--- config.mk ---
export PLATFORM = sky130hd
export DESIGN_NAME = ifetch_unit
export DESIGN_NICKNAME = d
export VERILOG_FILES = /design/src/rtl/cpu_pkg.sv /design/src/rtl/ifetch_fifo.sv /design/src/rtl/ifetch_unit.sv
export SDC_FILE = /design/constraint.sdc
export NUM_CORES = 1
export LEC_CHECK = 0
export CORE_ASPECT_RATIO = 0.7
export CORE_MARGIN = 8
export CORE_UTILIZATION = 30
export DETAILED_ROUTE_END_ITERATION = 10
export PLACE_DENSITY = 0.59
export SETUP_SLACK_MARGIN = 0.02
export SLEW_MARGIN = 10
export SYNTH_ARGS = -nofsm -noshare
export SYNTH_HDL_FRONTEND = slang
export SYNTH_HIERARCHICAL = 1
export SYNTH_SLANG_ARGS = --single-unit
--- constraint.sdc ---
create_clock -name clk -period 2.4 [get_ports clk]
set_input_delay 0.72 -clock clk [delete_from_list [all_inputs] [get_ports clk]]
set_output_delay 0.72 -clock clk [all_outputs]
set_load 0.02 [all_outputs]
--- src/rtl/cpu_pkg.sv ---
// Shared CPU definitions for the fetch slice: datapath widths, the PC step,
// the fetch FSM state type and the fetch-buffer entry layout.
package cpu_pkg;

  localparam int unsigned XLEN   = 32;
  localparam int unsigned INST_W = 32;

  localparam logic [XLEN-1:0] PC_INC = 32'd4;

  typedef enum logic [1:0] {
    S_FETCH,
    S_FLUSH,
    S_FAULT
  } fetch_state_e;

  typedef struct packed {
    logic [XLEN-1:0]   pc;
    logic [INST_W-1:0] inst;
  } fetch_entry_t;

endpackage

--- src/rtl/ifetch_fifo.sv ---
// Registered {pc, inst} buffer between instruction memory and decode.
// Clear has priority over push/pop; the head is always read from storage.
module ifetch_fifo
  import cpu_pkg::*;
#(
  parameter int unsigned DEPTH = 2
) (
  input  logic                    clk,
  input  logic                    rst,
  input  logic                    i_push,
  input  logic                    i_pop,
  input  logic                    i_clear,
  input  logic [XLEN-1:0]         i_pc,
  input  logic [INST_W-1:0]       i_inst,
  output logic [XLEN-1:0]         o_pc,
  output logic [INST_W-1:0]       o_inst,
  output logic [$clog2(DEPTH):0]  o_count,
  output logic                    o_empty,
  output logic                    o_full
);

  localparam int unsigned AW = $clog2(DEPTH);
  localparam logic [AW:0] FULL_CNT = (AW+1)'(DEPTH);

  fetch_entry_t r_mem [DEPTH];
  logic [AW-1:0] r_wptr;
  logic [AW-1:0] r_rptr;
  logic [AW:0]   r_count;

  logic w_push;
  logic w_pop;

  assign o_empty = (r_count == '0);
  assign o_full  = (r_count == FULL_CNT);
  assign o_count = r_count;
  assign w_push  = i_push && !o_full;
  assign w_pop   = i_pop && !o_empty;

  assign o_pc   = r_mem[r_rptr].pc;
  assign o_inst = r_mem[r_rptr].inst;

  always_ff @(posedge clk or negedge rst) begin
    if (!rst) begin
      for (int unsigned i = 0; i < DEPTH; i++) begin
        r_mem[i] <= '0;
      end
      r_wptr  <= '0;
      r_rptr  <= '0;
      r_count <= '0;
    end else if (i_clear) begin
      r_wptr  <= '0;
      r_rptr  <= '0;
      r_count <= '0;
    end else begin
      if (w_push) begin
        r_mem[r_wptr] <= '{pc: i_pc, inst: i_inst};
        r_wptr        <= r_wptr + AW'(1);
      end
      if (w_pop) begin
        r_rptr <= r_rptr + AW'(1);
      end
      if (w_push && !w_pop) begin
        r_count <= r_count + (AW+1)'(1);
      end else if (w_pop && !w_push) begin
        r_count <= r_count - (AW+1)'(1);
      end
    end
  end

endmodule

--- src/rtl/ifetch_unit.sv ---
// Instruction fetch stage: PC, in-order imem req/gnt/rvalid tracking, redirect
// flush with stale-response discard. Define IFETCH_MISALIGN_CHK_EN for fetch_fault.
module ifetch_unit
  import cpu_pkg::*;
#(
  parameter logic [XLEN-1:0] RESET_PC = 32'h0000_0000,
  parameter int unsigned     DEPTH    = 2
) (
  input  logic              clk,
  input  logic              rst,
  output logic              imem_req,
  output logic [XLEN-1:0]   imem_addr,
  input  logic              imem_gnt,
  input  logic              imem_rvalid,
  input  logic [INST_W-1:0] imem_rdata,
  input  logic              redirect_valid,
  input  logic [XLEN-1:0]   redirect_pc,
  output logic              inst_valid,
  output logic [INST_W-1:0] inst_out,
  output logic [XLEN-1:0]   pc_out,
  input  logic              inst_ready
`ifdef IFETCH_MISALIGN_CHK_EN
  ,
  output logic              fetch_fault
`endif
);

  localparam int unsigned CW = $clog2(DEPTH) + 1;
  localparam logic [CW:0] OCC_MAX = (CW+1)'(DEPTH);

  fetch_state_e r_state;
  fetch_state_e w_state_nxt;

  logic [XLEN-1:0] r_fetch_pc;
  logic [XLEN-1:0] r_resp_pc;
  logic [CW-1:0]   r_outstanding;
  logic [CW-1:0]   r_discard;
  logic            r_fault;

  logic [CW-1:0]   w_out_nxt;
  logic [CW-1:0]   w_discard_nxt;
  logic            w_fault_nxt;
  logic [XLEN-1:0] w_redir_pc;
  logic            w_misalign;
  logic [CW:0]     w_occ;
  logic            w_issue;
  logic            w_gnt_hs;
  logic            w_resp;
  logic            w_resp_keep;
  logic            w_pop;
  logic [CW-1:0]   w_count;
  logic            w_empty;
  logic            w_full;

  assign w_redir_pc = redirect_pc & ~XLEN'(3);

`ifdef IFETCH_MISALIGN_CHK_EN
  assign w_misalign  = (redirect_pc[1:0] != 2'b00);
  assign fetch_fault = r_fault;
`else
  assign w_misalign  = 1'b0;
`endif

  // FIFO entries plus in-flight requests never exceed DEPTH, so a granted
  // response always has a slot and req can only fall on gnt or redirect.
  assign w_occ     = {1'b0, w_count} + {1'b0, r_outstanding};
  assign w_issue   = (r_state == S_FETCH) && !redirect_valid && (w_occ < OCC_MAX);
  assign imem_req  = w_issue && rst;
  assign imem_addr = r_fetch_pc;

  assign w_gnt_hs    = imem_req && imem_gnt;
  assign w_resp      = imem_rvalid && (r_outstanding != '0);
  assign w_resp_keep = w_resp && !redirect_valid && (r_discard == '0);
  assign w_pop       = inst_valid && inst_ready && !redirect_valid;
  assign inst_valid  = !w_empty;

  always_comb begin
    w_out_nxt = r_outstanding;
    if (w_gnt_hs && !w_resp) begin
      w_out_nxt = r_outstanding + CW'(1);
    end else if (!w_gnt_hs && w_resp) begin
      w_out_nxt = r_outstanding - CW'(1);
    end
  end

  always_comb begin
    w_state_nxt   = r_state;
    w_discard_nxt = r_discard;
    w_fault_nxt   = r_fault;
    if (redirect_valid) begin
      // Everything still in flight after this cycle belongs to the old path.
      w_discard_nxt = w_out_nxt;
      w_fault_nxt   = w_misalign;
      if (w_out_nxt != '0) begin
        w_state_nxt = S_FLUSH;
      end else if (w_misalign) begin
        w_state_nxt = S_FAULT;
      end else begin
        w_state_nxt = S_FETCH;
      end
    end else begin
      case (r_state)
        S_FLUSH: begin
          if (w_resp) begin
            w_discard_nxt = r_discard - CW'(1);
            if (r_discard == CW'(1)) begin
              w_state_nxt = r_fault ? S_FAULT : S_FETCH;
            end
          end
        end
        default: ;
      endcase
    end
  end

  always_ff @(posedge clk or negedge rst) begin
    if (!rst) begin
      r_state       <= S_FETCH;
      r_fetch_pc    <= RESET_PC;
      r_resp_pc     <= RESET_PC;
      r_outstanding <= '0;
      r_discard     <= '0;
      r_fault       <= 1'b0;
    end else begin
      r_state       <= w_state_nxt;
      r_outstanding <= w_out_nxt;
      r_discard     <= w_discard_nxt;
      r_fault       <= w_fault_nxt;
      if (redirect_valid) begin
        r_fetch_pc <= w_redir_pc;
        r_resp_pc  <= w_redir_pc;
      end else begin
        if (w_gnt_hs) begin
          r_fetch_pc <= r_fetch_pc + PC_INC;
        end
        if (w_resp_keep) begin
          r_resp_pc <= r_resp_pc + PC_INC;
        end
      end
    end
  end

  ifetch_fifo #(
    .DEPTH(DEPTH)
  ) u_fifo (
    .clk     (clk),
    .rst     (rst),
    .i_push  (w_resp_keep),
    .i_pop   (w_pop),
    .i_clear (redirect_valid),
    .i_pc    (r_resp_pc),
    .i_inst  (imem_rdata),
    .o_pc    (pc_out),
    .o_inst  (inst_out),
    .o_count (w_count),
    .o_empty (w_empty),
    .o_full  (w_full)
  );

  a_no_spurious_rvalid: assert property (@(posedge clk) disable iff (!rst)
    !(imem_rvalid && (r_outstanding == '0)));

  a_no_overflow: assert property (@(posedge clk) disable iff (!rst)
    !(w_resp_keep && w_full));

endmodule

## Word level (Yosys, flattened, before mapping)

Index checks and enable logic that the tools add are counted.

- Flip-flop bits (word level): 202
- Logic and storage cells: 98
- Bits of input ports: 70
- Output and inout port bits: 98

- Bitwise operators: 3
- Order comparisons: 4
- Reductions and logical operators: 39
- Equality and inequality tests: 3
- Add/sub/neg operators: 10
- Muxes and demuxes: 27

Operator list:

| kind | count |
|---|---|
| $mux 64 | 4 |
| $bwmux 128 | 1 |
| $mux 32 | 4 |
| $add 32x3->32 const B | 2 |
| $demux 64 s1 | 1 |
| $mux 2 | 12 |
| $reduce_bool 2->1 | 9 |
| $logic_and 1x1->1 | 16 |
| $logic_not 1->1 | 7 |
| $logic_not 2->1 | 3 |
| $sub 2x1->2 const B | 3 |
| $mux 1 | 5 |
| $add 2x1->2 const B | 2 |
| $eq 2x1->1 const B | 2 |
| $ge 2x2->1 const B | 2 |
| $not 1->2 | 2 |
| $reduce_and 2->1 | 2 |
| $add 2x2->3 | 1 |
| $lt 3x2->1 const B | 1 |
| $reduce_and 3->1 | 1 |
| $reduce_bool 3->1 | 1 |
| $add 1x1->1 const B | 2 |
| $eq 2x2->1 const B | 1 |
| $lt 2x1->1 const B | 1 |
| $not 1->1 | 1 |

## Longest topological paths before layout

- Depth in word-level cells: 12
- Depth in mapped cells: 9
- Mapped depth without buffers: 7

## Modules after synthesis

Netlist, hierarchy kept.

Modules (own cells, without submodules):

| module | cells each | sequential area each (um2) | area each (um2) | times used |
|---|---|---|---|---|
| ifetch_fifo | 364 | 3,303.2 | 5,957.0 | 1 |
| ifetch_unit | 408 | 1,626.6 | 3,738.6 | 1 |

## Least setup slack after synthesis

No wires, ideal clock.

- Kind: in2reg
- Start point: in redirect_valid
- End point: reg u_fifo/r_mem[10] (netlist name)
- Stages: 8
- Buffers on the path: 4
- Arrival: 2.578 ns
- Path slack: -0.303 ns
- Cells stage by stage: clkbuf_1 -> clkbuf_1 -> nor2_1 -> inv_1 -> or4b_1 -> buf_4 -> buf_6 -> mux2_4

- Longest elaborated chain between the ends: 5

Ends and longest elaborated chain:

| what | line | source |
|---|---|---|
| from (decl) | ifetch_unit.sv:16 | `input logic redirect_valid,` |
| $logic_not 1->1 | ifetch_unit.sv:73 | `assign w_resp_keep = w_resp && !redirect_valid && (r_discard == '0);` |
| $logic_and 1x1->1 (2 in a row) | ifetch_unit.sv:73 |  |
| net w_resp_keep | ifetch_unit.sv:49 | `logic w_resp_keep;` |
| $logic_and 1x1->1 | ifetch_fifo.sv:36 | `assign w_push = i_push && !o_full;` |
| $reduce_and 2->1 (no source line) | - |  |
| to (signal, indexed assignment) | ifetch_fifo.sv:56 | `r_mem[r_wptr] <= '{pc: i_pc, inst: i_inst};` |
| to (decl) | ifetch_fifo.sv:25 | `fetch_entry_t r_mem [DEPTH];` |

The timed path passes the listed nets, and every way through them passes these cells.
A chain may end at the register's enable or synchronous reset.

## Worst setup path after layout

- Start point: reg u_fifo.r_count[0] (netlist: u_fifo/o_count[0])
- End point: out imem_req

- Longest elaborated chain between the ends: 4

Ends and longest elaborated chain:

| what | line | source |
|---|---|---|
| from (decl) | ifetch_fifo.sv:28 | `logic [AW:0] r_count;` |
| from (signal assigned) | ifetch_fifo.sv:63 | `r_count <= r_count + (AW+1)'(1);` |
| from (signal assigned) | ifetch_fifo.sv:65 | `r_count <= r_count - (AW+1)'(1);` |
| $add 2x2->3 | ifetch_unit.sv:66 | `assign w_occ = {1'b0, w_count} + {1'b0, r_outstanding};` |
| $lt 3x2->1 | ifetch_unit.sv:67 | `assign w_issue = (r_state == S_FETCH) && !redirect_valid && (w_occ < OCC_MAX);` |
| $logic_and 1x1->1 | ifetch_unit.sv:67 |  |
| $logic_and 1x1->1 | ifetch_unit.sv:68 | `assign imem_req = w_issue && rst;` |
| to (decl) | ifetch_unit.sv:11 | `output logic imem_req,` |

Every way passes these cells.

==> summary.md <==
| Metric | Value |
|---|---|
| Outcome | finished, violations left |
| Failing checks | negative setup slack |
| Headroom to the max-slew limit | 54.1% |
| Total wire length | 30,400 µm |
| FILL cells | 2,905 |
| Post-layout util | 45.9% |
| LEAKAGE | 6.72 nW |
| Switching share of power | 31.5% |
| Layout cell share with drive strength beyond 1 | 47.3% |
| CTS Buf Count | 17 |
| H-tree depth | 4 |
| Die height | 166 µm |
| Power consumption | 12.9 mW |
| Seq cells post-synth | 197 |
| Setup slack after layout | -0.351 ns |
| Placed cells | 1,387 |
| Area grow syn2layout | 51.8% |
| Int Power | 8.85 mW |
| Grt ovf | 0 |
| RSZ-0062 raised after global routing | yes |
| Io pins | 168 |
| Final hold violation count | 0 |
| CP required | 1.68 ns |
| Placed inst area | 12,300 µm² |
| Vias | 7,126 |
| Unique cell type count in the Yosys netlist | 52 |
| Largest delay share family, worst path | simple AND/OR/NAND/NOR gates |
| Ys flop type | dfrtp_1 |
| Worst-Margin Slew | 0.683 ns |
| Hold WC Path Type | in -> async |
| Post-synth EDFFs | 0 |
| Remaining antenna violation count | 0 |
| Reg2Reg Setup Slack | -0.13 ns |
| Max Cap Viol | 0 |
| Maximum buffer depth of the clock tree | 2 |
| Vias in the first global route | 7,180 |
| Final Cell Area | 14,700 µm² |
| Critical Path Stages | 5 |
| Hpwl dp | 19,400 µm |
| Comb power frac | 40.4% |
| Post-route DRC | 0 |
| Post-Syn Area | 9700 µm² |
| Largest net degree at the start of global routing | 88 |
| Cts hold-fix bufs | 0 |
| Layout Cells excl Fill | 1,476 |
| CTS tree | built |
| Initial core utilization | 30.2% |
| Port bufs | 163 |
| Placement Setup Slack | -0.465 ns |
| Crit-path cells | and2_4 -> fa_1 -> nor4_2 -> and2_1 -> buf_6 |
| Layout Nets | 1,111 |
| 1st-pass router iterations | 4 |
| Switching pwr | 4.07 mW |
| Worst path arrival time | 2.03 ns |
| Peak VDD IR | 0.000530 V |
| Setup violations, final | 122 |
| Yosys warnings | 6 |
| Sink Count | 197 |
| Async SR Flop Fraction | 100% |
| Final period util | 115% |
| First-pass GRT wire length | 44,600 µm |
| Row cnt | 55 |
| Sequential power share | 36.1% |
| Sequential share of the synthesized area | 50.8% |
| DR WL/cell | 20.6 µm |
| TNS Setup | -12.36 ns |
| CTS root buf | clkbuf_16 |
| Syn Inst Count | 772 |
| Initial antenna violation count | 0 |
| Total track usage | 15.0% |
| Initial DRC count | 432 |
| Critical path class | reg -> out |
| Clock Skews | 0.0103 ns |
| Worst r2r src | r_outstanding[1] |
| R2R Path End | u_fifo/r_mem[49] |
| Pwr/cell area | 878 nW/µm² |
| CP Max Fanout | 2 |
| Syn avg cell area | 12.6 µm² |
| Routability cong. | 0.853 |
| Core Footprint | 32,100 µm² |
| Via density | 4.83 |
| Worst-skew pair later-pin latency | 0.46 ns |
| Critical Path Slowest Stage Cell | fa_1 |
| Fin crit period | 2.75 ns |
| Clock-pin slew on the worst setup and hold paths | 0.08 ns |
| F_max | 0.364 GHz |
| Final Max Slew Viols | 0 |
| Worst path max stage delay | 0.44 ns |
| Die area | 38,400 µm² |
| Clk pwr share | 23.5% |
| Hold_ws | 0.460 ns |
| WP buf/inv | 1 |
| Startpoint types | flip-flop |
| Die width | 231 µm |
| Crit path launch | u_fifo/o_count[0] |
| Element type at the critical path end | primary output |
| Reg2Reg Depth | 10 |
## worst reg2reg max path, delay by kind of cell (launching register included)
family	cells	cell delay, ns
flops	1	0.40
fa+ha+maj	1	0.14
simple gates	3	1.01
mux	1	0.29
buf+inv	5	0.57
## worst max path at each step
| stage | end | slack (ns) |
|---|---|---|
| finish | imem_req | -0.35 |
| detailed placement | u_fifo/r_mem[2] | -0.47 |
| CTS | imem_req | -0.38 |
| global route | imem_req | -0.44 |
| floorplan | u_fifo/r_mem[10] | -0.05 |
| global placement | u_fifo/r_mem[10] | -0.46 |
## layer usage
layer / vias to the layer above / wire length (µm) / global-route usage (%)
met5: - / 0 / 0
met4: 0 / 429 / 4.40
met3: 23 / 1570 / 3.89
met2: 166 / 13400 / 21.6
met1: 3622 / 15000 / 21.6
li1: 3315 / - / -
## power by group through the flow
stage	Sequential (mW)	Clock, mW	Combinational (mW)
3_5_place_dp	4.64	0	4.23
4_1_cts	4.59	3.12	4.20
6_report	4.66	3.04	5.22
2_1_floorplan	4.57	0	2.33
3_3_place_gp	4.62	0	4.19
5_1_grt	4.76	3.25	5.57
## layout make-up
type / instances / area, µm² / share of cell area [%]
sequential: 197 / 4940 / 33.5
clock inverter: 11 / 148 / 1.00
timing repair buffer: 277 / 3300 / 22.4
antenna: 1 / 2.50 / 0.0170
multi-input combinational: 526 / 5270 / 35.8
tap: 427 / 534 / 3.63
clock buffer: 21 / 460 / 3.13
inverter: 16 / 62.6 / 0.425
## synth_stat cells, types with 8 or more instances
master	n	area share [%]
mux2_4	60	9.3
mux2_2	135	16
o211ai_1	10	0.77
a21oi_1	9	0.46
xnor2_1	21	1.9
nand4_1	14	0.90
nand2_1	60	2.3
nor3_1	8	0.41
inv_1	15	0.58
o21ai_1	10	0.52
nor4_2	10	1.3
xor2_1	16	1.4
dfrtp_1	197	51
nand3_1	32	1.7
and3_1	11	0.71
o311ai_0	10	0.90
clkbuf_1	20	0.77
nor2_1	22	0.85
o21ai_0	36	1.9
## cells by family (layout without fill, tap and decap cells)
family                     count (synthesis)  in the layout  share of synthesized area, %
AOI/OAI and AO/OA                         89             89                          5.61
other                                      1              7                        0.0387
buffers and inverters                     54            325                          2.84
muxes                                    203            203                          25.9
DFF                                      197            197                          50.8
xor gates and xnor gates                  37             37                          3.34
adders and majority gates                  7              7                         0.955
and+or+nand+nor                          184            184                          10.5
## sequential cells by signal (all words and copies together), names as in the netlist
| register | flops |
|---|---|
| u_fifo/r_rptr | 1 |
| r_state | 1 |
| r_outstanding | 2 |
| r_discard | 2 |
| r_resp_pc | 30 |
| imem_addr | 30 |
| u_fifo/o_count | 2 |
| u_fifo/r_wptr | 1 |
| u_fifo/r_mem | 128 |
## cells in the final DEF (no fill, tap or decap), types with 5 or more instances in the layout
master           Yosys  layout
nand2_1             60      55
mux2_2             135      36
clkdlybuf4s50_1      0      89
buf_12               0      20
nor3_1               8       6
o211ai_1            10      10
nand3_1             32      24
xor2_1              16      16
nor2_1              22      15
buf_4                3      46
dfrtp_1            197     192
conb_1               1       6
mux2_4              60     164
dlymetal6s2s_1       0       6
o21ai_0             36      23
o21ai_2              0       9
and3_1              11      10
nor2_4               0       5
nand4_1             14      14
o21ai_1             10      13
buf_6                7      84
nor4_2              10      10
clkbuf_16            0      29
buf_8                0       9
inv_1               15      13
xnor2_1             21      19
nand3_2              2       7
o311ai_1             0       7
buf_16               0       6
## what timing repair did
action / in CTS / in global routing
resized for setup: 377 / 305
setup endpoints to repair: 149 / 225
hold endpoints to repair: 0 / 0
buffers inserted: 26 / 26
pin swaps: 12 / 30
cloned: 7 / 14
No activity file was read; power rests on OpenSTA's default activity.
